## src/rtl/ps2_pkg.sv

```systemverilog
// Shared definitions for the PS/2 host transmitter: FSM encoding, default
// timing at a 50 MHz system clock, and common keyboard command bytes.
package ps2_pkg;

    localparam logic [2:0] ST_IDLE    = 3'd0;
    localparam logic [2:0] ST_INHIBIT = 3'd1;
    localparam logic [2:0] ST_REQ     = 3'd2;
    localparam logic [2:0] ST_XFER    = 3'd3;
    localparam logic [2:0] ST_ACK     = 3'd4;
    localparam logic [2:0] ST_FINISH  = 3'd5;

    localparam int DEF_INHIBIT_CYCLES = 5000;
    localparam int DEF_START_TIMEOUT  = 750000;
    localparam int DEF_PACKET_TIMEOUT = 100000;

    localparam logic [7:0] CMD_SET_LEDS = 8'hED;
    localparam logic [7:0] CMD_ECHO     = 8'hEE;
    localparam logic [7:0] CMD_ENABLE   = 8'hF4;
    localparam logic [7:0] CMD_RESET    = 8'hFF;

    localparam logic [3:0] EDGE_STOP = 4'd10;
    localparam logic [3:0] EDGE_ACK  = 4'd11;

    function automatic logic odd_parity(input logic [7:0] b);
        return ~^b;
    endfunction

endpackage

```

## src/rtl/ps2_sync_edge.sv

```systemverilog
// Two-flop synchroniser for one open-collector PS/2 line plus falling-edge
// detection on the synchronised value. Resets to the idle (high) bus level.
module ps2_sync_edge (
    input  logic clock,
    input  logic reset,
    input  logic line_in,
    output logic line_sync,
    output logic fall
);

    logic meta;
    logic sync;
    logic prev;

    always_ff @(posedge clock) begin
        if (reset) begin
            meta <= 1'b1;
            sync <= 1'b1;
            prev <= 1'b1;
        end else begin
            meta <= line_in;
            sync <= meta;
            prev <= sync;
        end
    end

    assign line_sync = sync;
    assign fall      = prev & ~sync;

endmodule

```

## src/rtl/ps2_host_tx.sv

```systemverilog
// PS/2 host-to-device byte transmitter (inhibit, request-to-send, 11-bit frame, ack).
// Define PS2_TX_TIMEOUT_EN to compile in the start/packet watchdog.
module ps2_host_tx
    import ps2_pkg::*;
#(
    parameter int INHIBIT_CYCLES = DEF_INHIBIT_CYCLES,
    parameter int START_TIMEOUT  = DEF_START_TIMEOUT,
    parameter int PACKET_TIMEOUT = DEF_PACKET_TIMEOUT
) (
    input  logic       clock,
    input  logic       reset,
    input  logic       send,
    input  logic [7:0] tx_byte,
    input  logic       ps2_clk_in,
    input  logic       ps2_dat_in,
    output logic       ps2_clk_oe,
    output logic       ps2_dat_oe,
    output logic       busy,
    output logic       done,
    output logic       error
);

    localparam int               INH_W    = $clog2(INHIBIT_CYCLES + 1);
    localparam logic [INH_W-1:0] INH_LAST = INH_W'(INHIBIT_CYCLES - 1);

    logic [2:0]       state;
    logic [3:0]       edge_cnt;
    logic [INH_W-1:0] inh_cnt;
    logic [9:0]       frame_r;
    logic             dat_bit;
    logic             done_r;
    logic             error_r;
    logic             clk_sync;
    logic             clk_fall;
    logic             dat_sync;
    logic             unused_dat_fall;
    logic             wd_expired;

    ps2_sync_edge u_clk_sync (
        .clock     (clock),
        .reset     (reset),
        .line_in   (ps2_clk_in),
        .line_sync (clk_sync),
        .fall      (clk_fall)
    );

    ps2_sync_edge u_dat_sync (
        .clock     (clock),
        .reset     (reset),
        .line_in   (ps2_dat_in),
        .line_sync (dat_sync),
        .fall      (unused_dat_fall)
    );

`ifdef PS2_TX_TIMEOUT_EN
    localparam int WD_MAX = (START_TIMEOUT > PACKET_TIMEOUT) ? START_TIMEOUT : PACKET_TIMEOUT;
    localparam int WD_W   = $clog2(WD_MAX + 1);

    logic [WD_W-1:0] wd_cnt;
    logic            in_frame;

    assign in_frame = (state == ST_XFER) || (state == ST_ACK);

    // Counter restarts on the first device edge so the packet budget runs edge 1 to edge 11.
    always_ff @(posedge clock) begin
        if (reset)
            wd_cnt <= '0;
        else if (in_frame && !(clk_fall && edge_cnt == 4'd0))
            wd_cnt <= wd_cnt + WD_W'(1);
        else
            wd_cnt <= '0;
    end

    always_comb begin
        wd_expired = 1'b0;
        if (in_frame && !clk_fall) begin
            if (edge_cnt == 4'd0)
                wd_expired = (wd_cnt == WD_W'(START_TIMEOUT - 1));
            else
                wd_expired = (wd_cnt == WD_W'(PACKET_TIMEOUT - 1));
        end
    end
`else
    localparam int unused_timeouts = START_TIMEOUT + PACKET_TIMEOUT;
    assign wd_expired = 1'b0;
`endif

    // Frame shifts out LSB first: data[7:0], parity, then the stop bit (1 = released).
    always_ff @(posedge clock) begin
        if (state == ST_IDLE && send)
            frame_r <= {1'b1, odd_parity(tx_byte), tx_byte};
        else if (state == ST_XFER && clk_fall)
            frame_r <= {1'b0, frame_r[9:1]};
    end

    always_ff @(posedge clock) begin
        if (reset) begin
            state    <= ST_IDLE;
            edge_cnt <= '0;
            inh_cnt  <= '0;
            dat_bit  <= 1'b0;
            done_r   <= 1'b0;
            error_r  <= 1'b0;
        end else begin
            done_r  <= 1'b0;
            error_r <= 1'b0;
            case (state)
                ST_IDLE: begin
                    if (send) begin
                        inh_cnt <= '0;
                        state   <= ST_INHIBIT;
                    end
                end
                ST_INHIBIT: begin
                    if (inh_cnt == INH_LAST)
                        state <= ST_REQ;
                    else
                        inh_cnt <= inh_cnt + INH_W'(1);
                end
                ST_REQ: begin
                    edge_cnt <= '0;
                    dat_bit  <= 1'b1;
                    state    <= ST_XFER;
                end
                ST_XFER: begin
                    if (wd_expired) begin
                        error_r <= 1'b1;
                        state   <= ST_IDLE;
                    end else if (clk_fall) begin
                        edge_cnt <= edge_cnt + 4'd1;
                        dat_bit  <= ~frame_r[0];
                        if (edge_cnt + 4'd1 == EDGE_STOP)
                            state <= ST_ACK;
                    end
                end
                ST_ACK: begin
                    if (wd_expired) begin
                        error_r <= 1'b1;
                        state   <= ST_IDLE;
                    end else if (clk_fall) begin
                        edge_cnt <= EDGE_ACK;
                        if (!dat_sync) begin
                            state <= ST_FINISH;
                        end else begin
                            error_r <= 1'b1;
                            state   <= ST_IDLE;
                        end
                    end
                end
                ST_FINISH: begin
                    if (clk_sync && dat_sync) begin
                        done_r <= 1'b1;
                        state  <= ST_IDLE;
                    end
                end
                default: state <= ST_IDLE;
            endcase
        end
    end

    assign ps2_clk_oe = (state == ST_INHIBIT) || (state == ST_REQ);
    assign ps2_dat_oe = (state == ST_REQ) || ((state == ST_XFER) && dat_bit);
    assign busy       = (state != ST_IDLE);
    assign done       = done_r;
    assign error      = error_r;

endmodule

```

## config.mk

```make
export PLATFORM = sky130hd
export DESIGN_NAME = ps2_host_tx
export DESIGN_NICKNAME = d
export VERILOG_FILES = /design/src/rtl/ps2_pkg.sv /design/src/rtl/ps2_sync_edge.sv /design/src/rtl/ps2_host_tx.sv
export SDC_FILE = /design/constraint.sdc
export NUM_CORES = 1
export LEC_CHECK = 0
export ABC_CLOCK_PERIOD_IN_PS = 2100
export BUFFER_PORTS_ARGS = -buffer_cell sky130_fd_sc_hd__buf_4
export CAP_MARGIN = 40
export CELL_PAD_IN_SITES_DETAIL_PLACEMENT = 1
export CELL_PAD_IN_SITES_GLOBAL_PLACEMENT = 1
export CORE_ASPECT_RATIO = 1.75
export CORE_UTILIZATION = 42
export CTS_BUF_LIST = sky130_fd_sc_hd__clkbuf_4
export DETAILED_ROUTE_END_ITERATION = 6
export PLACE_DENSITY_LB_ADDON = 0.15
export SLEW_MARGIN = 10
export SYNTH_ARGS = -nofsm -noshare
export SYNTH_HDL_FRONTEND = slang
export SYNTH_HIERARCHICAL = 1
export SYNTH_SLANG_ARGS = --single-unit
```

## constraint.sdc

```tcl
create_clock -name clock -period 2.1 [get_ports clock]
set_clock_uncertainty 0.1 [all_clocks]
set_input_delay 0.105 -clock clock [delete_from_list [all_inputs] [get_ports clock]]
set_output_delay 0.105 -clock clock [all_outputs]
set_load 0.02 [all_outputs]
```

# --- After elaboration in Yosys (flattened, before gate mapping) ---
# Index checks and enable logic that the tools add are counted.
word_totals:
  romBits: 0
  mem_bits_rw: 0
  in_bits: 13
  n_memories: 0
  register_bits: 38
  latch_bits: 0
classes:
  n_div: 0
  bitwise: 6
  eq_ne: 14
  n_mux: 20
  n_lt_le_gt_ge: 0
  n_addsub: 2
  shift: 0
  multipliers: 0
  reduce_logical: 19
op_table:
  columns: ["cell", "n"]
  rows:
  - ["2-to-1 mux 13 bit", 2]
  - ["case mux 13 bit (2 select lines)", 1]
  - ["2-to-1 mux 3 bit", 7]
  - ["2-to-1 mux 9 bit", 2]
  - ["case mux 3 bit (6 select lines)", 1]
  - ["adder 13 x 1 -> 13 bit, second input constant", 1]
  - ["== test 13 bit, second input constant", 1]
  - ["inequality test 2 bit, second input constant", 6]
  - ["case mux 4 bit (3 select lines)", 1]
  - ["2-to-1 mux 4 bit", 2]
  - ["XNOR reduction 8 bit", 1]
  - ["== test 3 x 2 -> 1 bit, second input constant", 2]
  - ["== test 3 bit, second input constant", 2]
  - ["AND reduction 3 bit", 2]
  - ["AND reduction 6 bit", 1]
  - ["nonzero test 2 bit", 3]
  - ["nonzero test 3 bit", 2]
  - ["inverter 1 bit", 5]
  - ["adder 4 x 1 -> 4 bit, second input constant", 1]
  - ["== test 4 bit, second input constant", 1]
  - ["logical AND 1 bit", 4]
  - ["== test 3 x 1 -> 1 bit, second input constant", 1]
  - ["logical NOT 3 bit", 1]
  - ["2-to-1 mux 1 bit", 3]
  - ["other kinds (7)", 8]

# --- Longest topological paths before layout ---
# Gate-level depths: netlist (run 1).
depth:
  word_depth: 5
  ltp_mapped: 7
  depth_no_buf: 6

# --- By module ---
# The synthesis (run 1) kept the hierarchy.
modules_own_cells:
  columns: ["mod", "n_inst", "cells_per_inst", "seq_area_each_um2", "area_per_inst_um2"]
  rows:
  - ["ps2_host_tx", 1, 199, 750.7, 1755.4]
  - ["ps2_sync_edge", 2, 7, 60.1, 85.1]

# --- Worst setup path before layout (run 1) ---
# Ideal clock, no wire load.
synth_timing:
  path_type: "register to register"
  startpoint: "register inh_cnt[0]"
  endpoint: "register inh_cnt[3]"
  required_time_ps: 1872
  setup_time_ps: 128
  slack_ps: 114
  synth_period_minus_slack_ps: 1986
  arrival_time_ps: 1758
  stages_incl_launch_ff: 8
  path_cell_list: "dfxtp_1 -> ha_1 -> and4_1 -> a311oi_2 -> clkbuf_1 -> o21ai_0 -> xor2_1 -> nor2_1"
synth_via:
  elab_chain_len: 3
  word_cells_on_any_way: 6
synth_rtl:
  columns: ["element", "line", "text"]
  rows:
  - ["start: declaration", "ps2_host_tx.sv:28", "logic [INH_W-1:0] inh_cnt;"]
  - ["start signal: assignment", "ps2_host_tx.sv:118", "inh_cnt <= inh_cnt + INH_W'(1);"]
  - ["adder 13 x 1 -> 13 bit / == test 13 bit (equally long branches)", "ps2_host_tx.sv:118, ps2_host_tx.sv:115", null]
  - ["2-to-1 mux 13 bit / inequality test 2 bit (equally long branches)", null, null]
  - ["case mux 13 bit (2 select lines) / AND reduction 3 bit (equally long branches)", null, null]
# Parallel ways exist; a longest one is shown, timed or not. The select of a mux whose other input is x is not followed.
# A chain may end at the register's enable or synchronous reset.

# --- Worst setup path after layout (run 1) ---
layout_timing:
  startpoint: "register inh_cnt[1]"
  endpoint: "register state[2]"
layout_via:
  elab_chain_len: 3
layout_rtl:
  columns: ["element", "line", "text"]
  rows:
  - ["== test 13 bit", "ps2_host_tx.sv:115", "if (inh_cnt == INH_LAST)"]
  - ["inequality test 2 bit (no source line)", null, null]
  - ["AND reduction 6 bit (no source line)", null, null]
  - ["end signal: assignment", "ps2_host_tx.sv:111", "state <= ST_INHIBIT;"]
  - ["end signal: assignment", "ps2_host_tx.sv:116", "state <= ST_REQ;"]
  - ["end signal: assignment", "ps2_host_tx.sv:123", "state <= ST_XFER;"]
  - ["end: declaration", "ps2_host_tx.sv:26", "logic [2:0] state;"]
# No other way between the ends.

==> load_flow_metrics.sql, run 1 <==
INSERT INTO impl_metrics (metric_group, metric, value, unit) VALUES
('die', 'ioPinCount', '18', ''),
('drt', 'detail_route.vias_per_cell', '5.51', ''),
('clocking', 'clk-insertion-delay-late', '340', 'ps'),
('cells_and_area', 'mostFrequentLayoutCell', 'nand2_1', ''),
('die', 'die-height', '90.8', 'um'),
('setup_path', 'worstSetupStartpoint', 'inh_cnt[1]', ''),
('pwr', 'p_per_area', '714', 'mW/mm2'),
('cells_and_area', 'antenna_cells_inserted', '0', ''),
('setup_path', 'regToRegSetupSlack', '160', 'ps'),
('yosys', 'yosysWarnings', '6', ''),
('grt', 'initial_antenna_violation_count', '0', ''),
('yosys', 'synthCells', '210', ''),
('die', 'die_width', '52.8', 'um'),
('setup_path', 'crit_arrival', '2110', 'ps'),
('sta', 'final-setup-viol-count', '0', ''),
('drt', 'wire_per_inst', '15.7', 'um'),
('drt', 'route.detailed.drc', '0', ''),
('yosys', 'postSynthNetCount', '226', ''),
('sta', 'rsz_0062_raised_after_global_routing', 'false', ''),
('worst_hold_path', 'timing.hold.worst.class', 'in -> reg', ''),
('cells_and_area', 'drive_above_1_share', '19.5', '%'),
('grt', 'grt_start_max_net_pins', '19', ''),
('sta', 'finalWorstPathRequiredPeriod', '1940', 'ps'),
('yosys', 'syn_area_per_cell', '9.01', 'um2'),
('grt', 'grt_pass1_wl', '7710', 'um'),
('die', 'design.core.area', '0.00436', 'mm2'),
('clocking', 'clock_tree.buffer_depth', '2', ''),
('cells_and_area', 'layout_common_cells', 'nand2_1, buf_4, dfxtp_1', ''),
('clocking', 'cts.root.buffer_cell', 'clkbuf_4', ''),
('cells_and_area', 'layout.area.seq', '856', 'um2'),
('clocking', 'tritoncts_num_sinks', '38', ''),
('drt', 'routed_wl', '4740', 'um'),
('clocking', 'cts_made_buffers', '5', ''),
('sta', 'final-max-slew-violation-count', '0', ''),
('die', 'row_count', '32', ''),
('setup_path', 'worstReg2RegStart', 'inh_cnt[1]', ''),
('cells_and_area', 'fillCellCount', '540', ''),
('sta', 'final-hold-violation-count', '0', ''),
('drt', 'drt_pass1_iterations', '4', ''),
('drt', 'vias', '1664', ''),
('setup_path', 'setup.worst_path.class', 'reg -> reg', ''),
('die', 'dieArea', '0.00479', 'mm2'),
('sta', 'setup_tns', '0', 'ps'),
('clocking', 'clock_tree.htree_level_count', '2', ''),
('placement', 'place_hpwl', '3460', 'um'),
('setup_path', 'endpoint', 'state[2]', ''),
('placement', 'gp_congestion', '0.764', ''),
('sta', 'worst_slew_margin_rel', '69.2', '%'),
('drt', 'initial_drc_count', '24', ''),
('sta', 'worst_pin_slew', '462', 'ps'),
('setup_path', 'critPathCaptureType', 'flip-flop', ''),
('drt', 'antenna_left', '0', ''),
('outcome', 'run_status', 'complete, no violations', ''),
('placement', 'dp_worst_setup_slack', '85.0', 'ps'),
('pwr', 'p_leak', '0.000943', 'uW'),
('grt', 'via_count_of_the_first_global_routing_pass', '1767', ''),
('cells_and_area', 'synthToLayoutAreaGrowth', '23.5', '%'),
('clocking', 'cts_tree', 'built', ''),
('setup_path', 'rr_worst_depth', '6', ''),
('job', 'maxcap_violations', '0', ''),
('setup_path', 'critPathLaunchType', 'flip-flop', ''),
('worst_hold_path', 'worstHoldStart', 'send', ''),
('yosys', 'netlist_area', '0.00189', 'mm2'),
('setup_path', 'critPathRequiredTime', '2270', 'ps'),
('sta', 'max_freq', '515', 'MHz'),
('sta', 'min_period_over_period', '92.4', '%'),
('cells_and_area', 'total_area_of_multi_input_combinational_cells', '997', 'um2'),
('setup_path', 'critical_path_peak_fanout', '3', ''),
('grt', 'gr-total-overflow', '0', ''),
('die', 'effective_utilization_at_floorplan', '43.4', '%'),
('setup_path', 'reg2reg_to', 'state[2]', ''),
('placement', 'io_buffer_count', '17', ''),
('cells_and_area', 'nets', '266', ''),
('sta', 'fin_worst_hold_slack', '251', 'ps'),
('clocking', 'clkSlewWorstSetupHoldPaths', '120', 'ps'),
('pwr', 'ir_drop', '388', 'uV'),
('grt', 'grt_use_total', '21.6', '%'),
('sta', 'setup_slack', '160', 'ps');
[layout make-up]
type,count,share of cell area (%)
clock inverters,2,0.375
flip-flops and latches,38,36.6
multi-input cells,159,42.7
repair buffers,43,15.2
well taps,51,2.73
inverters,3,0.482
clock buffers,6,1.93
[registers in the layout, summed over array words and instances (netlist names)]
name                  cells
inh_cnt                  13
frame_r                  10
edge_cnt                  4
state                     3
dat_bit                   1
done                      1
error                     1
u_clk_sync/line_sync      1
u_clk_sync/meta           1
u_clk_sync/prev           1
u_dat_sync/line_sync      1
u_dat_sync/meta           1
[power breakdown]
part / leakage [uW] / internal [uW] / switching, uW
Combinational: 0.000587 / 191 / 252
Sequential: 0.000323 / 820 / 27.2
Clock: 0.0000331 / 139 / 241
Total: 0.000943 / 1150 / 520
[critical path: stages, from the launching register on]
cell	delay, ps
dfxtp_2	370
ha_1	180
and4_1	220
a311oi_2	110
a2111o_1	330
or4_1	470
o21ai_0	80
[routing by layer]
metal / track usage (%) / part of all wire [%]
met1: 20.7 / 37
met5: 0 / 0
met4: 7.46 / 2.0
met2: 42.2 / 59
met3: 4.04 / 1.7
[per-stage QoR]
stage / cells / cell area [um2] / util [%] / power, uW
final: 302 / 2340 / 53.6 / 1670
after floorplan: 210 / 1890 / - / 1120
after detailed placement: 279 / 2130 / 48.7 / 1280
after CTS: 300 / 2310 / 52.9 / 1680
after global placement: 279 / 2130 / 48.7 / 1250
after global routing: 302 / 2340 / 53.6 / 1770
[how the worst min path moves through the flow]
stage	endpoint	slack, ps	depth (start not counted)
detailed placement	u_clk_sync/meta	190	2
global placement	u_dat_sync/meta	180	2
finish	state[0]	250	4
global route	state[0]	250	4
floorplan	u_clk_sync/line_sync	100	1
CTS	state[0]	230	4
[what timing repair did]
item,CTS,global route
hold buffers,13,0
hold endpoints to repair,18,0
setup endpoints to repair,0,3
buffers inserted,0,2
resized for setup,0,7
Note: power is estimated with default switching activity, not from simulation.
==> run 2: changes to the inputs <==
--- a/config.mk
+++ b/config.mk
@@ -6,7 +6,7 @@
 export NUM_CORES = 1
 export LEC_CHECK = 0
 export ABC_CLOCK_PERIOD_IN_PS = 2100
-export BUFFER_PORTS_ARGS = -buffer_cell sky130_fd_sc_hd__buf_4
+export BUFFER_PORTS_ARGS = -buffer_cell sky130_fd_sc_hd__buf_2
 export CAP_MARGIN = 40
 export CELL_PAD_IN_SITES_DETAIL_PLACEMENT = 1
 export CELL_PAD_IN_SITES_GLOBAL_PLACEMENT = 1
==> run 2 against run 1 <==
Effect of this change: power shrank 0.97%; sequential share of layout area increased by 1.2 points; critical path depth is the same; register-to-register slack is essentially flat; sequential cell count is the same; maximum frequency shrank 0.73%; via count down 1.3%; cell count shrank 1.7%; global-route usage about the same; sequential power hardly changed; first-iteration DRC count shrank 54%; critical path type unchanged; highest routed layer unchanged.
==> load_flow_metrics.sql, run 2 (synthesis results as in run 1) <==
INSERT INTO impl_metrics (metric_group, metric, value, unit) VALUES
('outcome', 'run_status', 'complete, no violations', ''),
('setup_path', 'critPathLaunchType', 'flip-flop', ''),
('drt', 'vias', '1643', ''),
('grt', 'via_count_of_the_first_global_routing_pass', '1726', ''),
('sta', 'worst_slew_margin_rel', '67.6', '%'),
('cells_and_area', 'mostFrequentLayoutCell', 'nand2_1', ''),
('pwr', 'power.internal', '1140', 'uW'),
('sta', 'rsz_0062_raised_after_global_routing', 'false', ''),
('job', 'maxcap_violations', '0', ''),
('placement', 'place.detailed.instances', '279', ''),
('cells_and_area', 'total_area_of_multi_input_combinational_cells', '1000', 'um2'),
('clocking', 'cts_made_buffers', '5', ''),
('grt', 'grt_use_met2', '41.6', '%'),
('drt', 'routed_wl', '4620', 'um'),
('cells_and_area', 'layout.area.seq', '855', 'um2'),
('pwr', 'p_per_area', '733', 'mW/mm2'),
('setup_path', 'critPathRequiredTime', '2270', 'ps'),
('cells_and_area', 'largest_registers', 'inh_cnt (13), frame_r (10), edge_cnt (4)', ''),
('sta', 'max_freq', '512', 'MHz'),
('clocking', 'cts_tree', 'built', ''),
('sta', 'min_period_over_period', '93.1', '%'),
('setup_path', 'critPathCaptureType', 'flip-flop', ''),
('die', 'ioPinCount', '18', ''),
('grt', 'grt_pass1_wl', '7610', 'um'),
('cells_and_area', 'nets', '262', ''),
('grt', 'grt_start_max_net_pins', '19', ''),
('placement', 'place_area', '0.00208', 'mm2'),
('pwr', 'swShare', '30.9', '%'),
('cells_and_area', 'fillCellCount', '546', ''),
('sta', 'worst_pin_slew', '486', 'ps'),
('pwr', 'p_leak', '0.000916', 'uW'),
('setup_path', 'setup.worst_path.class', 'reg -> reg', ''),
('sta', 'setup_slack', '146', 'ps'),
('worst_hold_path', 'timing.hold.worst.class', 'in -> reg', ''),
('placement', 'io_buffer_count', '17', ''),
('sta', 'final-hold-violation-count', '0', ''),
('grt', 'initial_antenna_violation_count', '0', ''),
('setup_path', 'crit_arrival', '2130', 'ps'),
('sta', 'setup_tns', '0', 'ps'),
('sta', 'final-setup-viol-count', '0', ''),
('cells_and_area', 'layout_common_cells', 'nand2_1, dfxtp_1, nor2_1', ''),
('cells_and_area', 'antenna_cells_inserted', '0', ''),
('sta', 'final-max-slew-violation-count', '0', ''),
('clocking', 'clkSlewWorstSetupHoldPaths', '110', 'ps'),
('cells_and_area', 'layout.cell_area.non_filler', '0.00226', 'mm2'),
('pwr', 'share_of_power_burned_in_combinational_logic', '25.6', '%'),
('die', 'effective_utilization_at_floorplan', '43.4', '%'),
('clocking', 'clk-insertion-delay-late', '340', 'ps'),
('placement', 'dp_worst_setup_slack', '58.2', 'ps'),
('die', 'design.core.area', '0.00436', 'mm2'),
('clocking', 'clock_tree.htree_level_count', '2', ''),
('drt', 'drt_pass1_iterations', '4', ''),
('drt', 'initial_drc_count', '11', ''),
('pwr', 'power_frac_seq', '51.1', '%'),
('setup_path', 'critical_path_peak_fanout', '3', ''),
('clocking', 'clock_tree.buffer_depth', '2', ''),
('placement', 'place_hpwl', '3390', 'um'),
('grt', 'gr-total-overflow', '0', ''),
('grt', 'globalRouteMet1Util', '20.9', '%'),
('pwr', 'clkPwrFrac', '23.3', '%'),
('cells_and_area', 'synthToLayoutAreaGrowth', '19.2', '%'),
('die', 'die_width', '52.8', 'um'),
('drt', 'detail_route.vias_per_cell', '5.53', ''),
('clocking', 'cts.root.buffer_cell', 'clkbuf_4', ''),
('drt', 'antenna_left', '0', ''),
('pwr', 'ir_drop', '491', 'uV'),
('cells_and_area', 'registers.top_by_ff_count', 'inh_cnt', ''),
('cells_and_area', 'drive_above_1_share', '19.5', '%'),
('sta', 'fin_worst_hold_slack', '33.9', 'ps'),
('grt', 'grt.met3_usage', '4.21', '%'),
('grt', 'busiest_layer', 'met2', ''),
('die', 'die-height', '90.8', 'um'),
('cells_and_area', 'finish.cell_count_without_fillers', '297', ''),
('drt', 'wire_per_inst', '15.6', 'um'),
('placement', 'gp_congestion', '0.777', ''),
('drt', 'route.detailed.drc', '0', ''),
('sta', 'finalWorstPathRequiredPeriod', '1950', 'ps'),
('grt', 'grt_use_total', '21.6', '%'),
('die', 'row_count', '32', ''),
('pwr', 'net-switching-power', '512', 'uW'),
('clocking', 'tritoncts_num_sinks', '38', ''),
('cells_and_area', 'largest_reg_flops', '13', ''),
('die', 'dieArea', '0.00479', 'mm2');
==> run 2: cell count changes in the layout (fill, tap and decap cells not counted) <==
cell           previous run  this run
and4_1                    3         2
and4_4                    0         1
dfxtp_1                  25        26
buf_4                    30        12
buf_2                     0        17
clkbuf_4                  6         7
dlygate4sd3_1            13        10
dfxtp_2                   4         3
clkinv_2                  1         0
clkinv_1                  1         0
==> run 2: what timing repair did <==
action,4_1_cts,5_1_grt
endpoints found under the hold margin,10,0
hold buffers,10,0
setup buffers,0,1
setup endpoints to repair,0,6
resized for setup,0,7
==> run 2: power by group through the flow <==
stage	registers [uW]	logic, uW	clock network [uW]
2_1_floorplan	853	271	0
3_3_place_gp	859	378	0
3_5_place_dp	863	401	0
4_1_cts	845	419	405
5_1_grt	854	461	433
6_report	846	423	385
==> run 2: critical path, cell delays in order (launching register included) <==
cell and delay [ps]:
dfxtp_2 360, ha_2 190, and4_4 240, a311oi_2 120, a2111o_1 340, or4_1 470, o21ai_0 70
==> run 2: final timing paths <==
| check | startpoint | cells past startpoint | end | slack, ps |
|---|---|---|---|---|
| worst max-delay path | inh_cnt[0] | 6 | state[2] | 150 |
| worst min register to register | u_clk_sync/meta | 1 | u_clk_sync/line_sync | 320 |
| worst max register to register | inh_cnt[0] | 6 | state[2] | 150 |
| worst min-delay path | reset | 2 | edge_cnt[2] | 30 |
==> run 2: metal layers <==
layer / vias up / part of all wire, %
met2: 14 / 58
met5: - / 0
met3: 7 / 1.6
li1: 802 / -
met4: 0 / 2.0
met1: 820 / 38
==> run 2: metrics by stage <==
stage          total power [uW]  util (%)
2_1_floorplan              1120         -
3_3_place_gp               1240      47.7
3_5_place_dp               1260      47.7
4_1_cts                    1670      51.2
5_1_grt                    1750      51.7
6_report                   1650      51.7
==> run 2: area by class of cell <==
type / count / area share [%]
sequential: 38 / 37.9
inverter: 3 / 0.499
timing repair buffer: 39 / 12.2
multi-input combinational: 159 / 44.3
clock buffer: 7 / 2.33
tap: 51 / 2.83
